--- src/rtl/morse_pkg.sv ---
// Shared Morse decoder definitions: FSM states, ASCII constants and the
// (length, code) -> character table. Dot = 1, dash = 0, first symbol is the MSB.
package morse_pkg;

  typedef enum logic [1:0] {
    IDLE     = 2'd0,
    COLLECT  = 2'd1,
    OVERFLOW = 2'd2
  } state_e;

  localparam logic [7:0] CHAR_UNDEF = 8'h3F;
  localparam logic [7:0] CHAR_A     = 8'h41;
  localparam logic [7:0] CHAR_0     = 8'h30;

  localparam int MAX_DEFINED_LEN = 5;

  typedef struct packed {
    logic       valid;
    logic [7:0] ch;
  } lookup_t;

  // Code bits above len must already be zero; the key is {len, code}.
  function automatic lookup_t morse_lookup(input logic [2:0] len, input logic [4:0] code);
    lookup_t r;
    r.valid = 1'b1;
    r.ch    = CHAR_UNDEF;
    case ({len, code})
      {3'd1, 5'b00000}: r.ch = CHAR_A + 8'd19;
      {3'd1, 5'b00001}: r.ch = CHAR_A + 8'd4;
      {3'd2, 5'b00000}: r.ch = CHAR_A + 8'd12;
      {3'd2, 5'b00001}: r.ch = CHAR_A + 8'd13;
      {3'd2, 5'b00010}: r.ch = CHAR_A + 8'd0;
      {3'd2, 5'b00011}: r.ch = CHAR_A + 8'd8;
      {3'd3, 5'b00000}: r.ch = CHAR_A + 8'd14;
      {3'd3, 5'b00001}: r.ch = CHAR_A + 8'd6;
      {3'd3, 5'b00010}: r.ch = CHAR_A + 8'd10;
      {3'd3, 5'b00011}: r.ch = CHAR_A + 8'd3;
      {3'd3, 5'b00100}: r.ch = CHAR_A + 8'd22;
      {3'd3, 5'b00101}: r.ch = CHAR_A + 8'd17;
      {3'd3, 5'b00110}: r.ch = CHAR_A + 8'd20;
      {3'd3, 5'b00111}: r.ch = CHAR_A + 8'd18;
      {3'd4, 5'b00010}: r.ch = CHAR_A + 8'd16;
      {3'd4, 5'b00011}: r.ch = CHAR_A + 8'd25;
      {3'd4, 5'b00100}: r.ch = CHAR_A + 8'd24;
      {3'd4, 5'b00101}: r.ch = CHAR_A + 8'd2;
      {3'd4, 5'b00110}: r.ch = CHAR_A + 8'd23;
      {3'd4, 5'b00111}: r.ch = CHAR_A + 8'd1;
      {3'd4, 5'b01000}: r.ch = CHAR_A + 8'd9;
      {3'd4, 5'b01001}: r.ch = CHAR_A + 8'd15;
      {3'd4, 5'b01011}: r.ch = CHAR_A + 8'd11;
      {3'd4, 5'b01101}: r.ch = CHAR_A + 8'd5;
      {3'd4, 5'b01110}: r.ch = CHAR_A + 8'd21;
      {3'd4, 5'b01111}: r.ch = CHAR_A + 8'd7;
      {3'd5, 5'b00000}: r.ch = CHAR_0 + 8'd0;
      {3'd5, 5'b10000}: r.ch = CHAR_0 + 8'd1;
      {3'd5, 5'b11000}: r.ch = CHAR_0 + 8'd2;
      {3'd5, 5'b11100}: r.ch = CHAR_0 + 8'd3;
      {3'd5, 5'b11110}: r.ch = CHAR_0 + 8'd4;
      {3'd5, 5'b11111}: r.ch = CHAR_0 + 8'd5;
      {3'd5, 5'b01111}: r.ch = CHAR_0 + 8'd6;
      {3'd5, 5'b00111}: r.ch = CHAR_0 + 8'd7;
      {3'd5, 5'b00011}: r.ch = CHAR_0 + 8'd8;
      {3'd5, 5'b00001}: r.ch = CHAR_0 + 8'd9;
      default:          r.valid = 1'b0;
    endcase
    return r;
  endfunction

endpackage

--- src/rtl/morse_rom.sv ---
// Combinational (len, code) -> {valid, char} lookup; anything longer than
// five symbols is undefined.
import morse_pkg::*;

module morse_rom #(
  parameter int MAX_LEN = 5,
  parameter int LEN_W   = $clog2(MAX_LEN + 1)
) (
  input  logic [LEN_W-1:0]   len_i,
  input  logic [MAX_LEN-1:0] code_i,
  output logic               valid_o,
  output logic [7:0]         char_o
);

  logic [5:0] mask;
  lookup_t    hit;

  always_comb begin
    mask = (6'd1 << len_i) - 6'd1;
    hit  = morse_lookup(len_i[2:0], code_i[4:0] & mask[4:0]);
    if (len_i > LEN_W'(MAX_DEFINED_LEN)) begin
      hit.valid = 1'b0;
    end
    valid_o = hit.valid;
    char_o  = hit.valid ? hit.ch : CHAR_UNDEF;
  end

endmodule

--- src/rtl/morse_decoder.sv ---
// Morse symbol collector: shifts dots/dashes into a code register and, on a
// gap strobe, emits the decoded ASCII character or an error pulse.
import morse_pkg::*;

module morse_decoder #(
  parameter int MAX_LEN = 5,
  parameter int CHAR_W  = 8
) (
  input  logic                           clk,
  input  logic                           reset,
  input  logic                           sym_valid,
  input  logic                           sym,
  input  logic                           gap,
  output logic [CHAR_W-1:0]              out,
  output logic                           out_valid,
  output logic                           err,
  output logic                           busy,
  output logic [$clog2(MAX_LEN+1)-1:0]   len
);

  localparam int LEN_W = $clog2(MAX_LEN + 1);

  state_e             state_q, state_d, acc_state;
  logic [MAX_LEN-1:0] code_q, code_d, acc_code;
  logic [LEN_W-1:0]   len_q, len_d, acc_len;
  logic [CHAR_W-1:0]  out_q, out_d;
  logic               out_valid_q, out_valid_d;
  logic               err_q, err_d;
  logic               rom_valid;
  logic [7:0]         rom_char;

  // A symbol arriving with a gap is accepted first so the lookup sees it.
  always_comb begin
    acc_state = state_q;
    acc_code  = code_q;
    acc_len   = len_q;
    if (sym_valid && state_q != OVERFLOW) begin
      if (len_q < LEN_W'(MAX_LEN)) begin
        acc_code  = {code_q[MAX_LEN-2:0], sym};
        acc_len   = len_q + LEN_W'(1);
        acc_state = COLLECT;
      end else begin
        acc_state = OVERFLOW;
      end
    end
  end

  morse_rom #(
    .MAX_LEN (MAX_LEN),
    .LEN_W   (LEN_W)
  ) u_rom (
    .len_i   (acc_len),
    .code_i  (acc_code),
    .valid_o (rom_valid),
    .char_o  (rom_char)
  );

  always_comb begin
    state_d     = acc_state;
    code_d      = acc_code;
    len_d       = acc_len;
    out_d       = out_q;
    out_valid_d = 1'b0;
    err_d       = 1'b0;
    if (gap && acc_state != IDLE) begin
      if (acc_state == COLLECT && rom_valid) begin
        out_d       = CHAR_W'(rom_char);
        out_valid_d = 1'b1;
      end else begin
        out_d = CHAR_W'(CHAR_UNDEF);
        err_d = 1'b1;
      end
      state_d = IDLE;
      code_d  = '0;
      len_d   = '0;
    end
  end

  always_ff @(posedge clk or posedge reset) begin
    if (reset) begin
      state_q     <= IDLE;
      code_q      <= '0;
      len_q       <= '0;
      out_q       <= '0;
      out_valid_q <= 1'b0;
      err_q       <= 1'b0;
    end else begin
      state_q     <= state_d;
      code_q      <= code_d;
      len_q       <= len_d;
      out_q       <= out_d;
      out_valid_q <= out_valid_d;
      err_q       <= err_d;
    end
  end

  assign out       = out_q;
  assign out_valid = out_valid_q;
  assign err       = err_q;
  assign busy      = (state_q != IDLE);
  assign len       = len_q;

endmodule

--- config.mk ---
export PLATFORM = sky130hd
export DESIGN_NAME = morse_decoder
export DESIGN_NICKNAME = d
export VERILOG_FILES = /design/src/rtl/morse_pkg.sv /design/src/rtl/morse_rom.sv /design/src/rtl/morse_decoder.sv
export SDC_FILE = /design/constraint.sdc
export NUM_CORES = 1
export LEC_CHECK = 0
export CAP_MARGIN = 10
export CORE_UTILIZATION = 52
export DETAILED_ROUTE_END_ITERATION = 10
export GPL_TIMING_DRIVEN = 0
export PLACE_DENSITY = 0.77
export SLEW_MARGIN = 20
export SYNTH_ARGS = -nofsm -noshare
export SYNTH_HDL_FRONTEND = slang
export SYNTH_HIERARCHICAL = 1
export SYNTH_SLANG_ARGS = --single-unit
--- constraint.sdc ---
create_clock -name clk -period 4 [get_ports clk]
set_input_delay 0.8 -clock clk [delete_from_list [all_inputs] [get_ports clk]]
set_output_delay 0.8 -clock clk [all_outputs]
set_load 0.01 [all_outputs]
Word-level counts from Yosys, hierarchy flattened
Index checks and enable logic that the tools add are counted.

word-level totals
  bits in registers = 20
  latch bits = 0
  RAM bits = 0
  ROM bits = 0
  output and inout port bits = 14
  word-level logic and storage cells = 74
  memories kept = 0

cells by class
  $add $sub $neg = 2
  $mul = 0
  div/mod/pow operators = 0
  magnitude comparators = 2
  eq/ne operators = 38
  shift-type cells = 1
  muxes and demuxes = 18
  bitwise logic cells = 1
  reductions and logical operators = 6

operators by type and width
  kind                                                  count
  one-hot mux 7 bit (36 select lines)                   1
  equality test 8 bit, second input constant            22
  equality test 8 x 7 -> 1 bit, second input constant   12
  OR reduction 36 bit                                   1
  equality test 8 x 6 -> 1 bit, second input constant   2
  two-way mux 5 bit                                     3
  two-way mux 3 bit                                     3
  two-way mux 8 bit                                     1
  two-way mux 7 bit                                     1
  two-way mux 1 bit                                     6
  two-way mux 2 bit                                     3
  bitwise AND 5 bit                                     1
  left shift 1 x 3 -> 5 bit, first input constant       1
  subtractor 5 x 1 -> 5 bit, second input constant      1
  nonzero test 2 bit                                    2
  adder 3 x 1 -> 3 bit, second input constant           1
  greater-than comparator 3 bit, second input constant  1
  logical AND 1 bit                                     3
  < comparator 3 bit, second input constant             1
  equality test 2 x 1 -> 1 bit, second input constant   1
  != test 2 bit, second input constant                  1

Longest topological paths before layout
Gate-level depths: netlist of run 1.

  depth after elaboration = 13
  depth in mapped cells = 18
  gate-level depth less buffers = 15

Modules after synthesis
The synthesis of run 1 kept the hierarchy.

modules (own cells, without submodules)
  module         times used  cells an instance  area an instance (µm²)
  morse_decoder  1           100                967.2
  morse_rom      1           138                874.6

Worst setup path after synthesis of run 1
OpenSTA, ideal clock, no wires.

  kind = input-to-reg
  start = in sym_valid
  end = reg out_q[6], in the netlist out[6]
  arrival = 4040 ps
  required time = 3880 ps
  path slack = -160 ps
  stages = 18
  buffers on the path = 5
  cell sequence = buf_6 inv_4 or4_4 nand2_1 buf_6 clkbuf_1 or3_1 ha_1 and2b_1 mux2_4 buf_6 o211a_1 a311oi_1 o211a_1 nand2_2 o2111a_1 buf_2 a31o_2

on the way
  cells in the longest elaborated chain, start to end = 11

ends and longest elaborated chain
  item                                                    line                                  RTL
  start, declared                                         morse_decoder.sv:11                   input logic sym_valid,
  logical AND 1 bit *                                     morse_decoder.sv:37                   if (sym_valid && state_q != OVERFLOW) begin
  two-way mux 3 bit *                                     morse_decoder.sv:37
  named net acc_len[0]                                    morse_decoder.sv:25                   logic [LEN_W-1:0] len_q, len_d, acc_len;
  left shift 1 x 3 -> 5 bit                               morse_rom.sv:19                       mask = (6'd1 << len_i) - 6'd1;
  subtractor 5 x 1 -> 5 bit                               morse_rom.sv:19
  bitwise AND 5 bit                                       morse_rom.sv:20                       hit = morse_lookup(len_i[2:0], code_i[4:0] & mask[4:0]);
  equality test 8 x 6 -> 1 bit (tied with other cells)    morse_pkg.sv:27                       case ({len, code})
  OR reduction 36 bit (no source line)                    -
  two-way mux 1 bit                                       morse_pkg.sv:27
  two-way mux 1 bit *                                     morse_rom.sv:21                       if (len_i > LEN_W'(MAX_DEFINED_LEN)) begin
  named net rom_valid                                     morse_decoder.sv:29                   logic rom_valid;
  two-way mux 7 bit or logical AND 1 bit (tied branches)  morse_rom.sv:25, morse_decoder.sv:66
  two-way mux 8 bit *                                     morse_decoder.sv:66                   if (acc_state == COLLECT && rom_valid) begin
  end signal, assigned                                    morse_decoder.sv:91                   out_q <= out_d;
  end, declared                                           morse_decoder.sv:26                   logic [CHAR_W-1:0] out_q, out_d;

The timed path passes the listed nets; every way through them passes the cells marked *.
A chain may end at the register's enable or synchronous reset.

Worst setup path after layout of run 1
  start = reg len_q[0], in the netlist len[0]
  end = reg out_q[6], in the netlist out[6]

on the way
  cells in the longest elaborated chain, start to end = 12

ends and longest elaborated chain
  item                                                        line                                      RTL
  start, declared                                             morse_decoder.sv:25
  start signal, assigned                                      morse_decoder.sv:90                       len_q <= len_d;
  adder 3 x 1 -> 3 bit or < comparator 3 bit (tied branches)  morse_decoder.sv:40, morse_decoder.sv:38
  two-way mux 3 bit *                                         morse_decoder.sv:38                       if (len_q < LEN_W'(MAX_LEN)) begin
  two-way mux 3 bit *                                         morse_decoder.sv:37
  named net acc_len[2]                                        morse_decoder.sv:25
  left shift 1 x 3 -> 5 bit                                   morse_rom.sv:19
  subtractor 5 x 1 -> 5 bit                                   morse_rom.sv:19
  bitwise AND 5 bit                                           morse_rom.sv:20
  equality test 8 x 6 -> 1 bit (tied with other cells)        morse_pkg.sv:27
  OR reduction 36 bit (no source line)                        -
  two-way mux 1 bit                                           morse_pkg.sv:27
  two-way mux 1 bit *                                         morse_rom.sv:21
  named net rom_valid                                         morse_decoder.sv:29
  two-way mux 7 bit or logical AND 1 bit (tied branches)      morse_rom.sv:25, morse_decoder.sv:66
  two-way mux 8 bit *                                         morse_decoder.sv:66

Marked as above.

==> impl_summary.md, run 1 <==
Run status
The run finished with clean final reports.

Logic synthesis
The Yosys step of the flow raised 6 warnings. The synthesized netlist occupies a cell area of 1840 sq um. The proportion of synthesized flip-flops having asynchronous set or reset is 100%. The number of synthesized register bits is 20.

The total nets after synthesis is 245. The average instance in the mapped netlist occupies 7.74 sq um. Yosys mapped the design onto 64 distinct sky130hd cell types. Yosys mapped a number of flops with a built-in enable equal to 0. After technology mapping, the gate count stands at 238. After synthesis, flip-flops and latches occupy 27.2% of the total area. For this run, the leading register cell type out of synthesis is dfrtp_1.

Detailed routing
For this block, the initial DRC count from the detailed router was 228. The pre-antenna-repair detailed-routing pass consisted of 4 iterations. The vias after detailed routing is 2027. In the final routed layout, each cell accounts on average for 16.8 um. In this run the remaining antenna-violating nets after routing total 0. The number of remaining DRC errors is 0. The routed via count divided by cell count is 6.28. The final layout contains routed wiring with a total length of 5420 um.

Clocking
Clock-pin slew was measured on the worst setup and hold paths at 120 ps. TritonCTS built the clock tree. The clock network latency to the later pin of the worst-skew pair is 300 ps. The number of clock buffers added by TritonCTS is 3. The maximum count of clock buffers along a single path is 2.

In this run the number of H-tree levels came out at 1. The root buffer cell is clkbuf_4. Clock tree synthesis found a total of 20 sinks.

After clock tree synthesis, the flow added hold-fix buffers numbering 0.

STA
The number of hold violations in the final report is 0. Across the routed clock network, the largest skew measured is 1.22 ps. The share of the cycle needed by the critical path after routing is 98.1%. The relative max-transition margin is 49.4%. Setup total negative slack on the finished layout was measured at 0 ps. Based on the critical path, the design can be clocked at up to 255 MHz. At the pin with the least slew margin, the transition time is 758 ps.

The count of final setup violators is 0. The shortest clock period the worst path allows after layout is 3920 ps. Across all setup checks in the final design, the least slack found is 75.0 ps. The count of pins over their slew limit was 0.

GRT
The via count of the first global-routing pass was 1755. Entering global routing, the biggest net connects 21 pins. The first global-routing pass estimated 8120 um of wire. Global routing consumed, over all layers together, 28.6% of the routing resources.

Summed over all layers, the global routing overflow is 0. The number of antenna violations at the first check in global routing is 0.

Finish
The area growth from synthesis to layout is 28.6%. In the final design database the tool counted 285 nets. 0 antenna diodes ended up in the layout. The library cell used most frequently in the layout, excluding fill and tap cells, is a21oi_1. Cells fill 70.4% of the core in the end. In the layout the commonest cells are a21oi_1, buf_4, nor2_1, nand2_1, clkdlybuf4s50_1. Of the cells placed in the final design, the portion with a size suffix greater than 1 is 27.1%.

The final design instance area without fill is 2370 sq um.

Floorplan
For this design the top-level I/O count stands at 19. The row count is 21. The die area is 3780 sq um. The core area is 3360 sq um. The initial utilization of the core area, before any placement, comes to 54.8%. The floorplan step set the die width to 61.5 um.

The die is 61.5 um tall.

Critical path
The endpoint arrival time on the critical path is 4130 ps. The worst setup path is of the reg2reg kind. The element type at the critical path end is a register.

STA puts the critical path data required time at 4210 ps. Counting cells, the worst reg-to-reg path comes to 17. Of all nets on the critical path, the largest fanout is 10. The type of origin of the critical path is a register.

Power and ir drop
Summed over all cells, the static leakage comes to 0.000959 uW. Dividing total power by cell area gives a power density of 398 nW/um^2. The clock network fraction of total power is 12.8%. The analysis attributes to net switching a power of 383 uW.

VDD sags by at most 0.287 mV. Net switching is 40.6% of the power. Internal power comes to 560 uW.

Registers are responsible for 28.1% of the overall power. Per report_power, the combinational group accounts for 59.1% of the total.

Place
The number of buffer cells added on primary ports is 18. The placed cell area is 2100 sq um. At the end of routability-driven placement, the weighted congestion stood at 0.934.

The detailed-placement wirelength estimate is 3490 um. Timing analysis after detailed placement gives a worst setup slack of -1070 ps.

Flow run
Max-cap violations in this run came to 0.

Worst hold path
The worst min-delay path class is reg2reg. The number of instances on the worst hold path is 2.
[cell families (layout without fill, tap and decap cells)]
group,after synthesis,in the layout,synth area share (%)
and+or+nand+nor,103,103,31.6
DFF,20,20,27.2
AOI/OAI and AO/OA,84,84,30.8
buffers and inverters,26,65,7.61
adders and majority gates,2,2,1.36
muxes,1,1,0.815
xor gates and xnor gates,1,1,0.476
other,1,1,0.204
[critical path, cell delays in order (launching register included)]
cell and delay [ps]:
dfrtp_2 490, ha_1 250, a31oi_2 170, nor2_1 90, buf_4 180, buf_4 180, or3_1 380, ha_2 200
buf_2 180, nor2b_1 180, a221o_1 440, nand2_2 120, o22a_1 160, o211a_1 190, nand2_2 80, o2111a_1 150
buf_6 150, a31o_2 230
[what timing repair did]
action	CTS	global route
pin swaps	6	7
endpoints found under the hold margin	0	0
gates resized for setup	23	11
buffers inserted	9	11
setup endpoints to repair	9	9
[final cells by class]
| type | instances | area, sq um |
|---|---|---|
| Tap cell | 46 | 57.6 |
| Fill cell | 297 | 995 |
| Sequential cell | 20 | 507 |
| Buffer | 19 | 128 |
| Clock buffer | 4 | 36.3 |
| Multi-Input combinational cell | 192 | 1290 |
| Timing Repair Buffer | 38 | 332 |
| Inverter | 4 | 17.5 |
[path summary, 6_finish.rpt]
kind / to / startpoint / slack, ps
hold reg to reg: out[5] / out[5] / 540
setup reg to reg: out[6] / len[0] / 80
min in group asynchronous: err / reset / 920
setup / recovery: out[6] / len[0] / 80
max in group asynchronous: len[1] / reset / 2560
hold / removal: out[5] / out[5] / 540
[metal layers]
metal / vias up / wire length (um) / track usage (%) / share of wire [%]
met1: 958 / 2380 / 38.9 / 44
met5: - / 0 / 0 / 0
met3: 13 / 284 / 1.89 / 5.2
li1: 971 / - / - / -
met4: 0 / 113 / 10.2 / 2.1
met2: 85 / 2640 / 48.2 / 49
[power groups by stage]
stage	Combinational (uW)	Sequential (uW)	Clock [uW]
6_report	557	265	120
3_3_place_gp	461	266	0
4_1_cts	501	267	118
2_1_floorplan	306	278	0
5_1_grt	604	270	130
3_5_place_dp	466	267	0
[sequential cells by signal, indices dropped and copies added (netlist names)]
| register | flops |
|---|---|
| out | 8 |
| err | 1 |
| state_q | 2 |
| len | 3 |
| out_valid | 1 |
| code_q | 5 |
[synth_stat cells, types with 3 or more instances]
master | instances | share of area, %
nor3_1 | 6 | 1.6
a2bb2oi_1 | 3 | 1.4
dfrtp_1 | 20 | 27
a21oi_1 | 26 | 7.1
nor2b_1 | 7 | 2.4
and2_1 | 5 | 1.7
buf_6 | 3 | 1.8
nand2_1 | 19 | 3.9
clkbuf_1 | 9 | 1.8
nand3_1 | 8 | 2.2
inv_1 | 3 | 0.61
o31ai_1 | 10 | 4.1
buf_2 | 8 | 2.2
nand4_1 | 12 | 4.1
nand2b_1 | 5 | 1.7
o21ai_0 | 15 | 4.1
nor2_1 | 19 | 3.9
[per-stage QoR]
stage	total power, uW	cells	hold slack, ps
after detailed placement	733	302	518
final	943	323	539
after CTS	885	314	543
after floorplan	584	238	519
after global placement	728	302	514
after global routing	1000	323	582
Power figures use the tool's default switching activity.
==> run 2: changes to the inputs <==
--- a/config.mk
+++ b/config.mk
@@ -6,11 +6,12 @@
 export NUM_CORES = 1
 export LEC_CHECK = 0
 export CAP_MARGIN = 10
-export CORE_UTILIZATION = 52
+export CORE_UTILIZATION = 58
 export DETAILED_ROUTE_END_ITERATION = 10
+export DONT_BUFFER_PORTS = 1
 export GPL_TIMING_DRIVEN = 0
-export PLACE_DENSITY = 0.77
-export SLEW_MARGIN = 20
+export PLACE_DENSITY = 0.76
+export SLEW_MARGIN = 40
 export SYNTH_ARGS = -nofsm -noshare
 export SYNTH_HDL_FRONTEND = slang
 export SYNTH_HIERARCHICAL = 1
==> run 2 against run 1 <==
  * Flip-flop and latch count is the same
  * Core utilization rose by 3.5 points
  * Cell count is 6.8% lower
  * Maximum frequency about the same
  * Register-to-register slack barely moved
  * First-iteration DRC count is 13% lower
  * Combinational power is 14% lower
  * Non-clock buffer count shrank 20
  * Clock skew up 8.3 ps
  * Clock-buffer cell count is 1 lower
  * Worst hold slack got worse by 37 ps
==> impl_summary.md, run 2 (synthesized netlist as in run 1, its figures left out) <==
Floorplan
The initial standard-cell utilization of the core is 60.8%. The total area inside the core boundary comes to 3030 sq um. The floorplan step defined a die boundary enclosing 3400 sq um. From bottom edge to top edge, the die measures 58.4 um. For this design the top-level I/O count stands at 19. The horizontal extent of the die is 58.4 um. The initialized floorplan defines 20 standard-cell rows.

Clocking
The root buffer cell is clkbuf_4. The total CTS buffers is 3. CTS built an H-tree with a depth of 1. At the later pin of the worst-skew pair, clock insertion delay measures 300 ps.

The clock passes through at most 2 buffers. After clock tree synthesis, the clock-pin slew on the worst setup and hold paths is 120 ps. The hold buffer count at CTS is 0. The total clock sinks is 20. The CTS tree is done.

Finish
The most common cell after layout, fill and taps aside is a21oi_1. The final antenna diode count is 0. The flip-flop count of the largest register after layout is 8.

The final layout net count is 265. Relative to the synthesized area, the layout overhead comes to 21.5%. The share of post-route cells with drive strength above 1 is 28.8%. Once layout is complete, the cells apart from fillers number 301.

The library cells used most frequently in the layout, excluding fill and tap cells, are a21oi_1, nor2_1, buf_4, nand2_1, dfrtp_1.

Critical path
The critical path is of the reg2reg type. The maximum single-stage delay on the critical path is 530 ps. The type of origin of the critical path is a register.

The number of buffers and inverters on the critical path is 4. For the worst setup path, the data required time is 4210 ps. Counting stages on the worst path, the most repeated cell is buf_6. Traced cell by cell, the critical path runs through nor3b_2 -> and4_1 -> nor2_1 -> buf_4 -> buf_6 -> or3_1 -> ha_2 -> and2_1 -> mux2_4 -> buf_6 -> o211a_1 -> a311oi_2 -> o211a_1 -> nand2_2 -> o2111a_1 -> buf_6 -> a31o_2. The element type at the critical path end is a register.

The master of the slowest instance on the critical path is dfrtp_2. Data on the critical path arrives at its endpoint at 4130 ps. The maximum fanout encountered on the critical timing path is 10. The family with the most delay on the worst path is simple AND/OR/NAND/NOR gates.

Place
Routability-driven placement finished with a final weighted congestion of 0.919. The worst setup slack before clock tree synthesis is -415 ps. The number of buffer cells added on primary ports is 0.

The number of placed instances, taps included, is 282. The wire-length estimate of the detail-placed layout is 3330 um.

GRT
The first global-routing pass estimated 7980 um of wire. The leftover overflow at the end of global routing is 0. The number of antenna violations at the first check in global routing is 0. The largest net degree at the start of global routing is 21.

The via count of the first global-routing pass came to 1736. Global routing used 30.0% of the available tracks.

STA
The count of pins over their slew limit was 0. Setup violations remaining at the end of the flow were counted as 0. Derived from the worst setup path, the maximum achievable clock frequency is 255 MHz. The share of the cycle needed by the critical path after routing is 98.2%. The shortest clock period the worst path allows after layout is 3930 ps.

The final worst-path setup slack is 73.1 ps. The number of hold violations in the final report was 0. The relative max-transition margin is 49.7%. At the pin with the least slew margin, the transition time is 754 ps. Clock skew on the completed layout was measured at 9.52 ps.

Detailed routing
The routed via count divided by cell count is 6.71. The number of remaining DRC errors is 0. The average wire per cell in the routed design is 18.1 um.

Across all layers, the routed design uses 2020 vias. For this block, the initial DRC count from the detailed router was 198. Summed over all layers, the routed wires come to 5450 um.

The count of nets left with antenna violations once routing finished came out at 0. The total iterations of the first detailed-routing run is 5.

Power and ir drop
Summing internal, switching and leakage power gives 930 uW. The total leakage power is 0.000901 uW. The power density normalized to cell area is 416 nW/um^2.

The maximum vdd drop is 0.348 mV.

Run status
The run finished with clean final reports.

Flow run
The count of maximum capacitance violations is 0.

Worst hold path
The worst hold path belongs to the class in2async.
## run 2: timing repair
action	CTS	global route
endpoints found under the setup margin	9	9
pin swaps	3	9
gates cloned	0	1
setup buffers	2	14
gates resized for setup	14	24
## run 2: per-stage QoR
step | area, sq um | hold slack (ps) | util [%] | setup TNS, ps
2_1_floorplan | 1860 | 519 | - | 0
3_3_place_gp | 1920 | 532 | 63.4 | -2200
3_5_place_dp | 1920 | 538 | 63.4 | -2690
4_1_cts | 2020 | 518 | 66.8 | 0
5_1_grt | 2240 | 525 | 73.9 | -52.1
6_report | 2240 | 502 | 73.9 | 0
## run 2: worst reg2reg max path: stages, from the launching register on
cell and delay (ps):
dfrtp_2 530, nor3b_2 210, and4_1 250, nor2_1 70, buf_4 160, buf_6 140
or3_1 370, ha_2 210, and2_1 200, mux2_4 310, buf_6 150, o211a_1 220
a311oi_2 180, o211a_1 230, nand2_2 100, o2111a_1 150, buf_6 140, a31o_2 220
## run 2: layout make-up
class / count / area [sq um]
Clock inverter: 1 / 30.0
Tap cell: 44 / 55.1
Sequential cell: 20 / 507
Timing Repair Buffer: 17 / 145
Clock buffer: 3 / 22.5
Fill cell: 232 / 791
Inverter: 4 / 17.5
Multi-Input combinational cell: 192 / 1310
Buffer: 20 / 151
## run 2: final timing paths
path                       slack, ps  depth (start not counted)          to  startpoint
max                               70                         17      out[6]      len[2]
min                              500                          1      out[7]       reset
max reg2reg                       70                         17      out[6]      len[2]
min reg2reg                      560                          2   code_q[4]   code_q[4]
max in group asynchronous       2970                          1      len[0]       reset
min in group clk                 540                          1  state_q[1]         gap
## run 2: where the power goes
group / internal (uW) / switching [uW]
Sequential: 238 / 51.9
Clock: 101 / 62.1
Combinational: 213 / 263
Total: 553 / 377
## run 2: metal layers
layer	track usage [%]	up-vias	routed length [um]
met5	0	-	0
met4	9.86	0	238
met3	3.30	26	327
met2	49.6	105	2640
met1	41.3	952	2250
li1	-	937	-
==> run 3: changes to the inputs <==
--- a/config.mk
+++ b/config.mk
@@ -6,6 +6,7 @@
 export NUM_CORES = 1
 export LEC_CHECK = 0
 export CAP_MARGIN = 10
+export CORE_MARGIN = 2
 export CORE_UTILIZATION = 58
 export DETAILED_ROUTE_END_ITERATION = 10
 export DONT_BUFFER_PORTS = 1
==> run 3 against run 2 <==
  * Clock-buffer cell count unchanged
  * Maximum frequency grew 0.33%
  * Register-to-register slack barely moved
  * Power down 1.3%
  * Sequential power barely moved
  * Clock power hardly changed
  * Worst hold slack lost 110 ps
  * Final area down 1.6%
  * Largest cell class unchanged
==> impl_summary.md, run 3 (synthesized netlist as in run 1, its figures left out) <==
Floorplan
The row count is 20. In this run the count of I/O pins placed on the die edge is 19. The core area is 3030 sq um. The floorplan step defined a die boundary enclosing 3640 sq um.

For this configuration, the core starts out at a cell density of 60.8%. The die is 60.4 um tall. The floorplan step set the die width to 60.4 um.

Detailed routing
The total iterations of the first detailed-routing run is 5. The final wirelength is 5350 um. Detailed routing inserted a total of 2029 vias.

The routed via count divided by cell count is 6.83. In this run the remaining antenna-violating nets after routing total 0. For this run, design rule violations remaining after detail routing come to 0.

The first routing iteration left 183 violations. In the final routed layout, each cell accounts on average for 18.0 um.

Clocking
The level count of the clock H-tree is 1. After clock tree synthesis, the clock-pin slew on the worst setup and hold paths is 110 ps. The root buffer cell is clkbuf_4.

Clock tree synthesis found a total of 20 sinks. The CTS tree is done. No sink is reached through more buffers than the 2 on the longest clock path.

Clock latency on the worst-skew pair, taken at its later pin, is 300 ps. The hold buffer count at CTS is 0. Counting the buffers created by CTS gives 3.

Finish
The share of post-route cells with drive strength above 1 is 29.2%. The library cells used most frequently in the layout, excluding fill and tap cells, are a21oi_1, buf_4, nor2_1, nand2_1, dfrtp_1. The flip-flop count of the largest register after layout is 8. Once layout is complete, the utilization of the core stands at 72.7%.

The final layout net count is 261. 0 antenna diodes ended up in the layout. The area growth from synthesis to layout is 19.5%. The most common cell after layout, fill and taps aside is a21oi_1.

Critical path
The endpoint arrival time on the critical path is 4120 ps. The worst setup path is captured at a register. Walking the worst path, the cells encountered are nor3b_2 -> and4_1 -> nor2_1 -> buf_4 -> buf_4 -> or3_1 -> ha_2 -> buf_4 -> nor4b_4 -> a21oi_1 -> o21ai_2 -> o22a_1 -> o211a_1 -> nand2_2 -> o2111a_1 -> buf_4 -> a31o_2. The master of the slowest instance on the critical path is dfrtp_2. STA classifies the critical path startpoint as a register. For this run, the slowest stage of the critical path takes 540 ps. In this design, the critical path's most frequently occurring cell is buf_4. The number of buffer and inverter stages on the critical path is 4.

The worst setup path is of the reg2reg kind. Of all nets on the critical path, the largest fanout is 10. The family with the most delay on the worst path is simple AND/OR/NAND/NOR gates.

The data required time of the critical path is 4210 ps.

GRT
Global routing used 29.5% of the available tracks. The wire length of the first global-routing pass is 8140 um. Global routing finished with a remaining overflow of 0. The via count of the first global-routing pass was 1785. Entering global routing, the biggest net connects 21 pins. The number of antenna violations at the first check in global routing is 0.

STA
The number of hold violations in the final report is 0. The worst path uses 97.8% of the clock period. For the pin with the worst max-slew slack, the measured transition is 709 ps. The count of pins over their slew limit is 0. The smallest clock period supported by the final layout is computed as 3910 ps. Measured against its own limit, the worst slew margin works out to 52.4%. Based on the critical path, the design can be clocked at up to 255 MHz. Adding up every negative setup slack in the final design gives 0 ps.

Setup violations remaining at the end of the flow were counted as 0. After layout, the worst setup slack is 86.1 ps. The worst clock skew on the final layout is 5.72 ps.

Run status
The flow ran to the end, and the final reports show no timing, DRC or antenna violations.

Place
The number of buffer cells added on primary ports is 0. The congestion estimate from routability-driven global placement came to 0.925. OpenSTA, run right after detailed placement, puts the worst setup slack at -381 ps. Summed over all nets, the half-perimeter wirelength after detailed placement is 3370 um.

Power and ir drop
In this run the static leakage power is 0.000868 uW. The power density normalized to cell area is 417 nW/um^2. The worst-case IR drop observed on VDD is 0.423 mV.

Flow run
Max-cap violations in this run came to 0.

Worst hold path
The worst min-delay path class is in2async.
## run 3: changes by cell type in the layout (fill, tap and decap cells not counted), sizes merged
| cell | change |
|---|---|
| inv | -1 |
| clkbuf | -1 |
| buf | -3 |
| clkinv | +1 |
## run 3: through the flow
stage	instances	power, uW	cell area, sq um	hold WS [ps]
after floorplan	238	584	1860	519
after CTS	288	851	2020	512
after detailed placement	282	666	1920	540
after global placement	282	662	1920	532
after global routing	297	977	2200	414
final	297	918	2200	389
## run 3: power by group
group,switching (uW),internal (uW)
Clock,62.5,101
Sequential,53.8,238
Combinational,260,203
Total,376,542
## run 3: path summary, 6_finish.rpt
path | slack, ps | depth (start not counted) | from | endpoint
setup / recovery | 90 | 17 | len[2] | out[6]
hold / removal | 390 | 1 | reset | err
setup reg to reg | 90 | 17 | len[2] | out[6]
hold reg to reg | 570 | 2 | code_q[0] | code_q[0]
max in group asynchronous | 3230 | 1 | reset | len[1]
min in group clk | 540 | 1 | gap | state_q[1]
## run 3: what timing repair did
| item | CTS | global route |
|---|---|---|
| setup buffers | 3 | 11 |
| pin swaps | 3 | 12 |
| resized for setup | 11 | 27 |
| endpoints found under the setup margin | 9 | 9 |
## run 3: final cells by class
type	instances	area, sq um
Multi-Input combinational cell	192	1330
Clock inverter	1	30.0
Inverter	4	17.5
Sequential cell	20	507
Fill cell	240	827
Clock buffer	3	22.5
Tap cell	44	55.1
Buffer	19	135
Timing Repair Buffer	14	105
## run 3: metal layers
metal / GRT usage (%) / vias to the layer above / wire length, um
li1: - / 929 / -
met1: 41.3 / 955 / 2170
met2: 44.3 / 119 / 2560
met3: 3.41 / 26 / 402
met4: 16.8 / 0 / 212
met5: 0 / - / 0
